--- config.mk ---
export PLATFORM = sky130hd
export DESIGN_NAME = uart_rx_mon_flat
export DESIGN_NICKNAME = d
export VERILOG_FILES = /design/src/rtl/uart_rx_mon_if.sv /design/src/rtl/uart_rx_mon.sv /design/src/flat_wrapper.sv
export SDC_FILE = /design/constraint.sdc
export NUM_CORES = 1
export LEC_CHECK = 0
export BUFFER_PORTS_ARGS = -buffer_cell sky130_fd_sc_hd__buf_2
export CELL_PAD_IN_SITES_DETAIL_PLACEMENT = 1
export CELL_PAD_IN_SITES_GLOBAL_PLACEMENT = 1
export CORE_MARGIN = 2
export CORE_UTILIZATION = 30
export DETAILED_ROUTE_END_ITERATION = 8
export PLACE_DENSITY = 0.56
export SLEW_MARGIN = 10
export SYNTH_ARGS = -nofsm -noshare
export SYNTH_HDL_FRONTEND = slang
export SYNTH_SLANG_ARGS = --single-unit
export TNS_END_PERCENT = 100
--- constraint.sdc ---
create_clock -name clk -period 3.96 [get_ports clk]
set_clock_uncertainty 0.05 [all_clocks]
set_input_delay 0 -clock clk [delete_from_list [all_inputs] [get_ports clk]]
set_output_delay 0 -clock clk [all_outputs]
set_load 0.05 [all_outputs]
--- src/rtl/uart_rx_mon_if.sv ---
// Receive-side signal bundle of uart_rx_mon: serial line in, FIFO pop strobe, FIFO head and sticky flags.
// Handshake: a byte is popped on a rising edge where rd=1 and avail=1; dout is the head whenever avail=1.
interface uart_rx_mon_if #(
    parameter int FIFO_AW = 3
);
    logic             RxD;
    logic             rd;
    logic             clr_err;
    logic [7:0]       dout;
    logic             avail;
    logic [FIFO_AW:0] count;
    logic             ferr;
    logic             oerr;
    logic             perr;

    modport master (output RxD, rd, clr_err, input dout, avail, count, ferr, oerr, perr);
    modport slave  (input RxD, rd, clr_err, output dout, avail, count, ferr, oerr, perr);
endinterface

--- src/rtl/uart_rx_mon.sv ---
// UART receive monitor: decodes 8N1 frames (8E1 when UART_RX_PARITY_EN is defined) from RxD into a
// first-word-fall-through byte FIFO with sticky framing/overrun/parity flags. dbg_state exposes the FSM.
module uart_rx_mon #(
    parameter int CLK_DIV = 16,
    parameter int FIFO_AW = 3
) (
    input  logic         clk,
    input  logic         reset,
    uart_rx_mon_if.slave bus,
    output logic [2:0]   dbg_state
);
    localparam int DEPTH = 1 << FIFO_AW;
    localparam int CW    = $clog2(CLK_DIV);
    localparam int NW    = FIFO_AW + 1;
    localparam logic [CW-1:0] HALF_M1 = CW'(CLK_DIV / 2 - 1);
    localparam logic [CW-1:0] BIT_M1  = CW'(CLK_DIV - 1);

    // S_IDLE encodes as 0 on dbg_state.
    typedef enum logic [2:0] {
        S_IDLE   = 3'd0,
        S_START  = 3'd1,
        S_DATA   = 3'd2,
`ifdef UART_RX_PARITY_EN
        S_PAR    = 3'd3,
`endif
        S_STOP   = 3'd4,
        S_WAITHI = 3'd5
    } state_t;

    state_t             state_q, state_d;
    logic               sync1_q, sync1_d, sync2_q, sync2_d, prev_q, prev_d;
    logic [CW-1:0]      cnt_q, cnt_d;
    logic [2:0]         idx_q, idx_d;
    logic [7:0]         shift_q, shift_d;
    logic               push_q, push_d;
    logic               ferr_q, ferr_d, oerr_q, oerr_d, ferr_set;
    logic [FIFO_AW-1:0] wp_q, wp_d, rp_q, rp_d;
    logic [NW-1:0]      count_q, count_d;
    logic [7:0]         mem_q [DEPTH];
    logic [7:0]         mem_d [DEPTH];
    logic               rxs, pop, full, wr;
`ifdef UART_RX_PARITY_EN
    logic               perr_q, perr_d, perr_set;
`endif

    assign rxs = sync2_q;

    always_comb begin
        sync1_d  = bus.RxD;
        sync2_d  = sync1_q;
        prev_d   = rxs;
        state_d  = state_q;
        cnt_d    = cnt_q;
        idx_d    = idx_q;
        shift_d  = shift_q;
        push_d   = 1'b0;
        ferr_set = 1'b0;
`ifdef UART_RX_PARITY_EN
        perr_set = 1'b0;
`endif
        case (state_q)
            S_IDLE: begin
                if (prev_q && !rxs) begin
                    state_d = S_START;
                    cnt_d   = HALF_M1;
                end
            end
            S_START: begin
                if (cnt_q != '0) begin
                    cnt_d = cnt_q - CW'(1);
                end else if (rxs) begin
                    state_d = S_IDLE;
                end else begin
                    state_d = S_DATA;
                    cnt_d   = BIT_M1;
                    idx_d   = 3'd0;
                end
            end
            S_DATA: begin
                if (cnt_q != '0) begin
                    cnt_d = cnt_q - CW'(1);
                end else begin
                    shift_d = {rxs, shift_q[7:1]};
                    cnt_d   = BIT_M1;
                    idx_d   = idx_q + 3'd1;
                    if (idx_q == 3'd7) begin
`ifdef UART_RX_PARITY_EN
                        state_d = S_PAR;
`else
                        state_d = S_STOP;
`endif
                    end
                end
            end
`ifdef UART_RX_PARITY_EN
            S_PAR: begin
                if (cnt_q != '0) begin
                    cnt_d = cnt_q - CW'(1);
                end else begin
                    perr_set = (rxs != ^shift_q);
                    state_d  = S_STOP;
                    cnt_d    = BIT_M1;
                end
            end
`endif
            S_STOP: begin
                if (cnt_q != '0) begin
                    cnt_d = cnt_q - CW'(1);
                end else if (rxs) begin
                    push_d  = 1'b1;
                    state_d = S_IDLE;
                end else begin
                    ferr_set = 1'b1;
                    state_d  = S_WAITHI;
                end
            end
            S_WAITHI: begin
                if (rxs) state_d = S_IDLE;
            end
            default: state_d = S_IDLE;
        endcase
    end

    // The completed byte stays in shift_q during the push cycle, so it is written from there.
    always_comb begin
        pop     = bus.rd && (count_q != '0);
        full    = (count_q == NW'(DEPTH));
        wr      = push_q && (!full || pop);
        wp_d    = wr  ? wp_q + FIFO_AW'(1) : wp_q;
        rp_d    = pop ? rp_q + FIFO_AW'(1) : rp_q;
        count_d = count_q;
        if (wr && !pop) count_d = count_q + NW'(1);
        if (!wr && pop) count_d = count_q - NW'(1);
        mem_d = mem_q;
        if (wr) mem_d[wp_q] = shift_q;
        ferr_d = (ferr_q && !bus.clr_err) || ferr_set;
        oerr_d = (oerr_q && !bus.clr_err) || (push_q && full && !pop);
`ifdef UART_RX_PARITY_EN
        perr_d = (perr_q && !bus.clr_err) || perr_set;
`endif
    end

    always_ff @(posedge clk or posedge reset) begin
        if (reset) begin
            state_q <= S_IDLE;
            sync1_q <= 1'b1;
            sync2_q <= 1'b1;
            prev_q  <= 1'b1;
            cnt_q   <= '0;
            idx_q   <= '0;
            shift_q <= '0;
            push_q  <= 1'b0;
            ferr_q  <= 1'b0;
            oerr_q  <= 1'b0;
            wp_q    <= '0;
            rp_q    <= '0;
            count_q <= '0;
            for (int i = 0; i < DEPTH; i++) mem_q[i] <= '0;
        end else begin
            state_q <= state_d;
            sync1_q <= sync1_d;
            sync2_q <= sync2_d;
            prev_q  <= prev_d;
            cnt_q   <= cnt_d;
            idx_q   <= idx_d;
            shift_q <= shift_d;
            push_q  <= push_d;
            ferr_q  <= ferr_d;
            oerr_q  <= oerr_d;
            wp_q    <= wp_d;
            rp_q    <= rp_d;
            count_q <= count_d;
            mem_q   <= mem_d;
        end
    end

`ifdef UART_RX_PARITY_EN
    always_ff @(posedge clk or posedge reset) begin
        if (reset) perr_q <= 1'b0;
        else       perr_q <= perr_d;
    end
    assign bus.perr = perr_q;
`else
    assign bus.perr = 1'b0;
`endif

    assign bus.dout  = mem_q[rp_q];
    assign bus.avail = (count_q != '0);
    assign bus.count = count_q;
    assign bus.ferr  = ferr_q;
    assign bus.oerr  = oerr_q;
    assign dbg_state = state_q;
endmodule
--- src/flat_wrapper.sv ---
// flat-port wrapper written by rule: the top's interface ports become plain ports
module uart_rx_mon_flat 
#(
    parameter int CLK_DIV = 16,
    parameter int FIFO_AW = 3
)
  (clk, reset, dbg_state, bus_RxD, bus_rd, bus_clr_err, bus_dout, bus_avail, bus_count, bus_ferr, bus_oerr, bus_perr);
  uart_rx_mon_if #(.FIFO_AW(FIFO_AW)) bus_i ();
  input  logic clk;
  input  logic reset;
  output logic [2:0] dbg_state;
  input wire logic [$bits(bus_i.RxD)-1:0] bus_RxD;
  input wire logic [$bits(bus_i.rd)-1:0] bus_rd;
  input wire logic [$bits(bus_i.clr_err)-1:0] bus_clr_err;
  output wire logic [$bits(bus_i.dout)-1:0] bus_dout;
  output wire logic [$bits(bus_i.avail)-1:0] bus_avail;
  output wire logic [$bits(bus_i.count)-1:0] bus_count;
  output wire logic [$bits(bus_i.ferr)-1:0] bus_ferr;
  output wire logic [$bits(bus_i.oerr)-1:0] bus_oerr;
  output wire logic [$bits(bus_i.perr)-1:0] bus_perr;
  assign bus_i.RxD = bus_RxD;
  assign bus_i.rd = bus_rd;
  assign bus_i.clr_err = bus_clr_err;
  assign bus_dout = bus_i.dout;
  assign bus_avail = bus_i.avail;
  assign bus_count = bus_i.count;
  assign bus_ferr = bus_i.ferr;
  assign bus_oerr = bus_i.oerr;
  assign bus_perr = bus_i.perr;
  uart_rx_mon #(.CLK_DIV(CLK_DIV), .FIFO_AW(FIFO_AW)) u_core (.clk(clk), .reset(reset), .bus(bus_i), .dbg_state(dbg_state));
endmodule
==> results of run 1 <==
==> cell type report <==
class	instances	area, um^2
Clock inverter	6	56.30
Inverter	9	38.79
Clock buffer	10	239.0
Multi-Input combinational cell	204	2095
Fill cell	1597	9922
Timing Repair Buffer	31	187.7
Sequential cell	98	2456
Tap cell	211	264.0
==> timing repair <==
item / CTS / global route
hold buffers: 4 / 0
endpoints found under the hold margin: 78 / 0
buffers inserted: 0 / 0
==> where the power goes <==
group          total (uW)  switching, uW  internal, uW
clock                 883            425           458
sequential           1070           42.6          1030
combinational         197            116          80.3
==> cell families (layout without fill, tap and decap cells) <==
group	count (synthesis)	after routing
multiplexers	98	98
adder cells (fa/ha/maj)	8	8
AO/OA/AOI/OAI	30	30
flip-flops	98	98
buffers and inverters	33	56
XOR/XNOR	9	9
other	1	1
AND/OR/NAND/NOR	58	58
==> cells in the mapped netlist, types with 4 or more instances <==
master     n  share of area [%]
nor2_1    10               0.80
nor3b_1    4               0.64
ha_1       8                2.1
dfrtp_1   95                 51
nor2b_1    4               0.53
inv_1      8               0.64
clkbuf_1  10               0.80
mux4_2    16                7.7
nand2_1   13                1.0
o21ai_0    5               0.53
mux2_4    16                5.1
xnor2_1    6                1.1
buf_1      9               0.72
mux2_2    66                 16
nor3_1     5               0.53
nand2b_1   4               0.53
a21oi_1    4               0.43
==> worst register-to-register path: cells and delay by family (launching register included) <==
family | cells | cell delay, ns
simple gates | 4 | 1.04
xor+xnor | 3 | 0.49
flops | 1 | 0.46
fa+ha+maj | 2 | 0.44
compound gates | 1 | 0.18
buf+inv | 1 | 0.08
==> final timing paths <==
check	endpoint	slack, ns
max	u_core.bus.count[2]$_DFFE_PP0P_	1.11
min	u_core.sync1_q$_DFF_PP1_	0.24
max reg2reg	u_core.bus.count[2]$_DFFE_PP0P_	1.11
min reg2reg	u_core.prev_d$_DFF_PP1_	0.31
max in group asynchronous	u_core.mem_q[36]$_DFFE_PP0P_	2.61
min in group asynchronous	u_core.bus.count[2]$_DFFE_PP0P_	0.36
==> layer usage <==
layer | track usage [%] | up-vias
li1 | - | 1250
met1 | 17.54 | 1448
met2 | 21.89 | 23
met3 | 2.106 | 17
met4 | 6.841 | 0
met5 | 0 | -
==> stage by stage <==
step	worst slack, ns	total power (uW)	area, um^2	hold WS (ns)
CTS	1.104	2184	5336	0.2213
floorplan	0.9231	1237	4701	-0.04552
global route	0.9904	2253	5336	0.2474
detailed placement	1.148	1289	5001	0.06050
finish	1.114	2151	5336	0.2368
global placement	1.269	1284	5001	0.05504
==> registers in the layout, summed over array words and instances, names as in the netlist <==
name              cells
u_core.bus.oerr       1
u_core.idx_q          3
u_core.mem_q         64
u_core.bus.ferr       1
u_core.sync1_q        1
u_core.cnt_q          4
u_core.wp_q           3
u_core.rp_q           3
u_core.push_q         1
u_core.prev_q         1
u_core.shift_q        8
u_core.bus.count      4
u_core.prev_d         1
u_core.dbg_state      3
==> impl_metrics.json, run 1 <==
{
  "outcome": "finished, final reports clean",
  "rsz0062_at_grt": "no",
  "post-route-min-period_ns": 2.846,
  "slowest_delay_ns": 0.51,
  "post_drt_wl_per_cell_um": 17.65,
  "crit_chain": "or3_2 > or2_2 > nand2_1 > inv_1 > ha_1 > xor2_1 > ha_1 > a21oi_1 > xor2_1 > nor2_1 > xor2_1",
  "cp_max_fo": 8,
  "critical_path_required_ns": 4.15,
  "overflow": 0,
  "synth_edf_count": 0,
  "synth_seq_cells": 98,
  "grt_pass1_vias": 3048,
  "critPathBufInv": 1,
  "antenna_found_initial": 0,
  "ios": 24,
  "hold_path.startpoint": "bus_RxD",
  "gr-usage-all-layers_pct": 13.48,
  "area_growth_pct": 13.52,
  "syn-instance-count": 335,
  "fmax_mhz": 351.4,
  "power_density_nw_per_um2": 403.1,
  "crit_top_cell": "xor2_1",
  "yosys_most_used_dff": "dfrtp_1",
  "met2_length_um": 4935,
  "fin_util_pct": 34.97,
  "hold_viol_final": 0,
  "nets": 366,
  "final_cell_mix": "dfrtp_1, mux2_2, buf_2, mux4_2, mux2_4",
  "rows": 45,
  "reg2reg_from": "u_core.bus.count[1]$_DFFE_PP0P_",
  "post_cts_resized": 0,
  "initialDrtViolationCount": 76,
  "hpwl_um": 6372,
  "start_kind": "register",
  "place_inst": 549,
  "slew_viol_final": 0,
  "start_util_pct": 30.81,
  "place.gp.congestion": 0.7236,
  "ys_types": 51,
  "cts_made_buffers": 9,
  "synth-xor-area-share_pct": 1.677,
  "maxCapViolations": 0,
  "antenna_cells": 0,
  "hold_depth": 2,
  "cp.arrival_ns": 3.03,
  "grt_pass1_wl_um": 16850,
  "route.vias.total": 2738,
  "htree_levels": 3,
  "die_w_um": 129.2,
  "synth_compound_area_share_pct": 4.525,
  "synth-simple-area-share_pct": 7.559,
  "clockBufferDepth": 2,
  "grt_max_degree": 78,
  "port_buffers": 22,
  "yosysWarningCount": 0,
  "worst_path_max_delay_cell": "or3_2",
  "seq_area_frac_synth_pct": 52.25,
  "slew_headroom_pct": 35.83,
  "maxUsedRoutingLayer": "met4",
  "period_share_pct": 71.87,
  "layout_commonest_cell": "dfrtp_1",
  "worst_pin_slew_ns": 0.9625,
  "wl_met3_um": 149,
  "leakagePower_uw": 0.002644,
  "cp-startpoint": "u_core.bus.count[1]$_DFFE_PP0P_",
  "hp-class": "in -> reg",
  "ant_nets": 0,
  "dieArea_um2": 16690,
  "async_flop_share_pct": 100.0,
  "syn_area_um2": 4701,
  "ir_drop_mv": 0.1681,
  "path_class": "reg -> reg",
  "cts_root_buffer": "clkbuf_16",
  "synth_top_family_by_area": "multiplexers",
  "wl_um": 10040,
  "cts_tree": "done",
  "core-area_um2": 15260,
  "synth_adder_area_share_pct": 2.129,
  "drive_above_1_share_pct": 43.85,
  "drcViolationCount": 0,
  "setup_viol": 0,
  "synth_mux_area_share_pct": 28.59,
  "clk_pin_slew_worst_paths_ns": 0.07,
  "cts_num_sinks": 98,
  "fin_setup_tns_ns": 0,
  "final_cells": 569,
  "r2r_cells": 11,
  "drtPass1Iterations": 4,
  "cp-end-kind": "register",
  "synth_nets": 348,
  "fp.dieH_um": 129.2,
  "drt-met1-wl_um": 4690,
  "routed_via_density": 4.812,
  "path_depth": 11,
  "clkLatencyLatePin_ns": 0.36,
  "path_delay_family": "simple AND/OR/NAND/NOR gates",
  "synth.avg_cell_area_um2": 14.03
}
No activity file was read; power rests on OpenSTA's default activity.
==> run 2: changes to the inputs <==
Clock period 3.96 ns to 2.95 ns, I/O delays scaled along.
==> impl_metrics.json, run 2 (synthesis results as in run 1) <==
{
  "outcome": "finished, final reports clean",
  "maxCapViolations": 0,
  "routed_via_density": 4.818,
  "start_kind": "register",
  "cts_made_buffers": 9,
  "clkLatencyLatePin_ns": 0.35,
  "layout_commonest_cell": "dfrtp_1",
  "wl_um": 9790,
  "drcViolationCount": 0,
  "cp-startpoint": "u_core.bus.count[0]$_DFFE_PP0P_",
  "dieArea_um2": 16690,
  "grt_pass1_wl_um": 15950,
  "regMostFlops": "u_core.mem_q",
  "power_density_nw_per_um2": 550.2,
  "cp.arrival_ns": 2.91,
  "cp-end-kind": "register",
  "worst_path_max_delay_cell": "or3_2",
  "initialDrtViolationCount": 73,
  "slew_headroom_pct": 50.32,
  "reg2reg_from": "u_core.bus.count[0]$_DFFE_PP0P_",
  "largest_register_ff_count": 64,
  "ant_nets": 0,
  "fp.dieH_um": 129.2,
  "route.vias.total": 2751,
  "die_w_um": 129.2,
  "htree_levels": 3,
  "fin_setup_tns_ns": 0,
  "seq_power_share_pct": 48.4,
  "hold-worst-slack_ns": 0.2504,
  "nets": 368,
  "design_area_um2": 5396,
  "critical_path_required_ns": 3.13,
  "hold_viol_final": 0,
  "largestRegisters": "u_core.mem_q x64, u_core.shift_q x8",
  "overflow": 0,
  "area_growth_pct": 14.80,
  "antenna_cells": 0,
  "netSwitchingFraction_pct": 25.08,
  "final_cell_mix": "dfrtp_1, mux2_2, buf_2, mux4_2, mux2_4",
  "start_util_pct": 30.81,
  "ios": 24,
  "drtPass1Iterations": 4,
  "ir_drop_mv": 0.2892,
  "post-route-min-period_ns": 2.733,
  "crit_chain": "or3_2 > or2_2 > nand2_1 > inv_1 > ha_2 > xor2_1 > ha_1 > a21oi_1 > xor2_1 > nor2_1 > xor2_1",
  "hp-class": "in -> reg",
  "grt_pass1_vias": 2938,
  "hold_path.startpoint": "bus_RxD",
  "port_buffers": 22,
  "core-area_um2": 15260,
  "place.gp.congestion": 0.7333,
  "clkPwrFrac_pct": 42.5,
  "hpwl_um": 6142,
  "clk_pin_slew_worst_paths_ns": 0.07,
  "grt_max_degree": 58,
  "cts_setup_buffers": 0,
  "cp_max_fo": 6,
  "rows": 45,
  "cts_root_buffer": "clkbuf_16",
  "fmax_mhz": 365.8,
  "setup_viol": 0,
  "cts_tree": "done",
  "path_class": "reg -> reg",
  "placed_area_um2": 5032,
  "slew_viol_final": 0,
  "worst_pin_slew_ns": 0.7453,
  "period_share_pct": 92.66,
  "cts_num_sinks": 98,
  "crit_top_cell": "xor2_1",
  "p_comb_share_pct": 9.1,
  "slowest_delay_ns": 0.51,
  "switchingPower_uw": 744.8,
  "antenna_found_initial": 0,
  "rsz0062_at_grt": "no",
  "clockBufferDepth": 2,
  "drive_above_1_share_pct": 45.28,
  "power.internal_uw": 2225,
  "gr-usage-all-layers_pct": 12.70,
  "leakagePower_uw": 0.002665,
  "post_drt_wl_per_cell_um": 17.15
}
[run 2: cell count changes in the layout (fill, tap and decap cells not counted), sizes merged]
cell,delta
clkinv,-1
clkbuf,+2
buf,+2
bufinv,+1
inv,-2
[run 2: critical path: cells and delay by family, from the launching register on]
| kind | cells | cell delay, ns |
|---|---|---|
| AND/OR/NAND/NOR | 4 | 1.02 |
| XOR/XNOR | 3 | 0.46 |
| flip-flops | 1 | 0.44 |
| adder cells (fa/ha/maj) | 2 | 0.40 |
| AO/OA/AOI/OAI | 1 | 0.17 |
| buffers and inverters | 1 | 0.08 |
[run 2: area by class of cell]
type                            count  area [um^2]
Timing Repair Buffer               33        215.2
Clock inverter                      4        55.05
Tap cell                          211        264.0
Sequential cell                    98         2460
Fill cell                        1622         9862
Inverter                            9        38.79
Multi-Input combinational cell    204         2097
Clock buffer                       12        266.5
[run 2: path summary, 6_finish.rpt]
path	endpoint	slack, ns	cells after the start
max in group asynchronous	u_core.dbg_state[1]$_DFFE_PP0P_	1.86	4
setup reg to reg	u_core.bus.count[2]$_DFFE_PP0P_	0.22	11
min in group asynchronous	u_core.bus.ferr$_DFF_PP0_	0.28	3
hold reg to reg	u_core.prev_d$_DFF_PP1_	0.31	0
setup / recovery	u_core.bus.count[2]$_DFFE_PP0P_	0.22	11
hold / removal	u_core.sync1_q$_DFF_PP1_	0.25	2
[run 2: layer usage]
metal,vias up,global-route usage (%),routed length (um)
li1,1250,-,-
met1,1462,16.23,4542
met2,21,20.87,4783
met3,18,2.064,205
met4,0,6.522,259
met5,-,0,0
[run 2: stage by stage]
step | std cells | total power, uW | worst slack, ns | util [%]
floorplan | 335 | 1661 | 0.03989 | -
global placement | 551 | 1726 | 0.2508 | 32.98
detailed placement | 551 | 1734 | 0.1761 | 32.98
CTS | 571 | 3011 | 0.1425 | 35.35
global route | 571 | 3085 | 0.06032 | 35.37
finish | 571 | 2969 | 0.2165 | 35.37
[run 2: power by group through the flow]
stage	logic (uW)	registers (uW)	clock network [uW]
floorplan	200	1460	0
global placement	264	1460	0
detailed placement	269	1460	0
CTS	274	1440	1300
global route	303	1450	1340
finish	269	1440	1260
[run 2: what timing repair did]
| action | 4_1_cts | 5_1_grt |
|---|---|---|
| hold buffers | 4 | 0 |
| endpoints found under the hold margin | 58 | 0 |
| resized for setup | 0 | 1 |
| endpoints found under the setup margin | 0 | 1 |
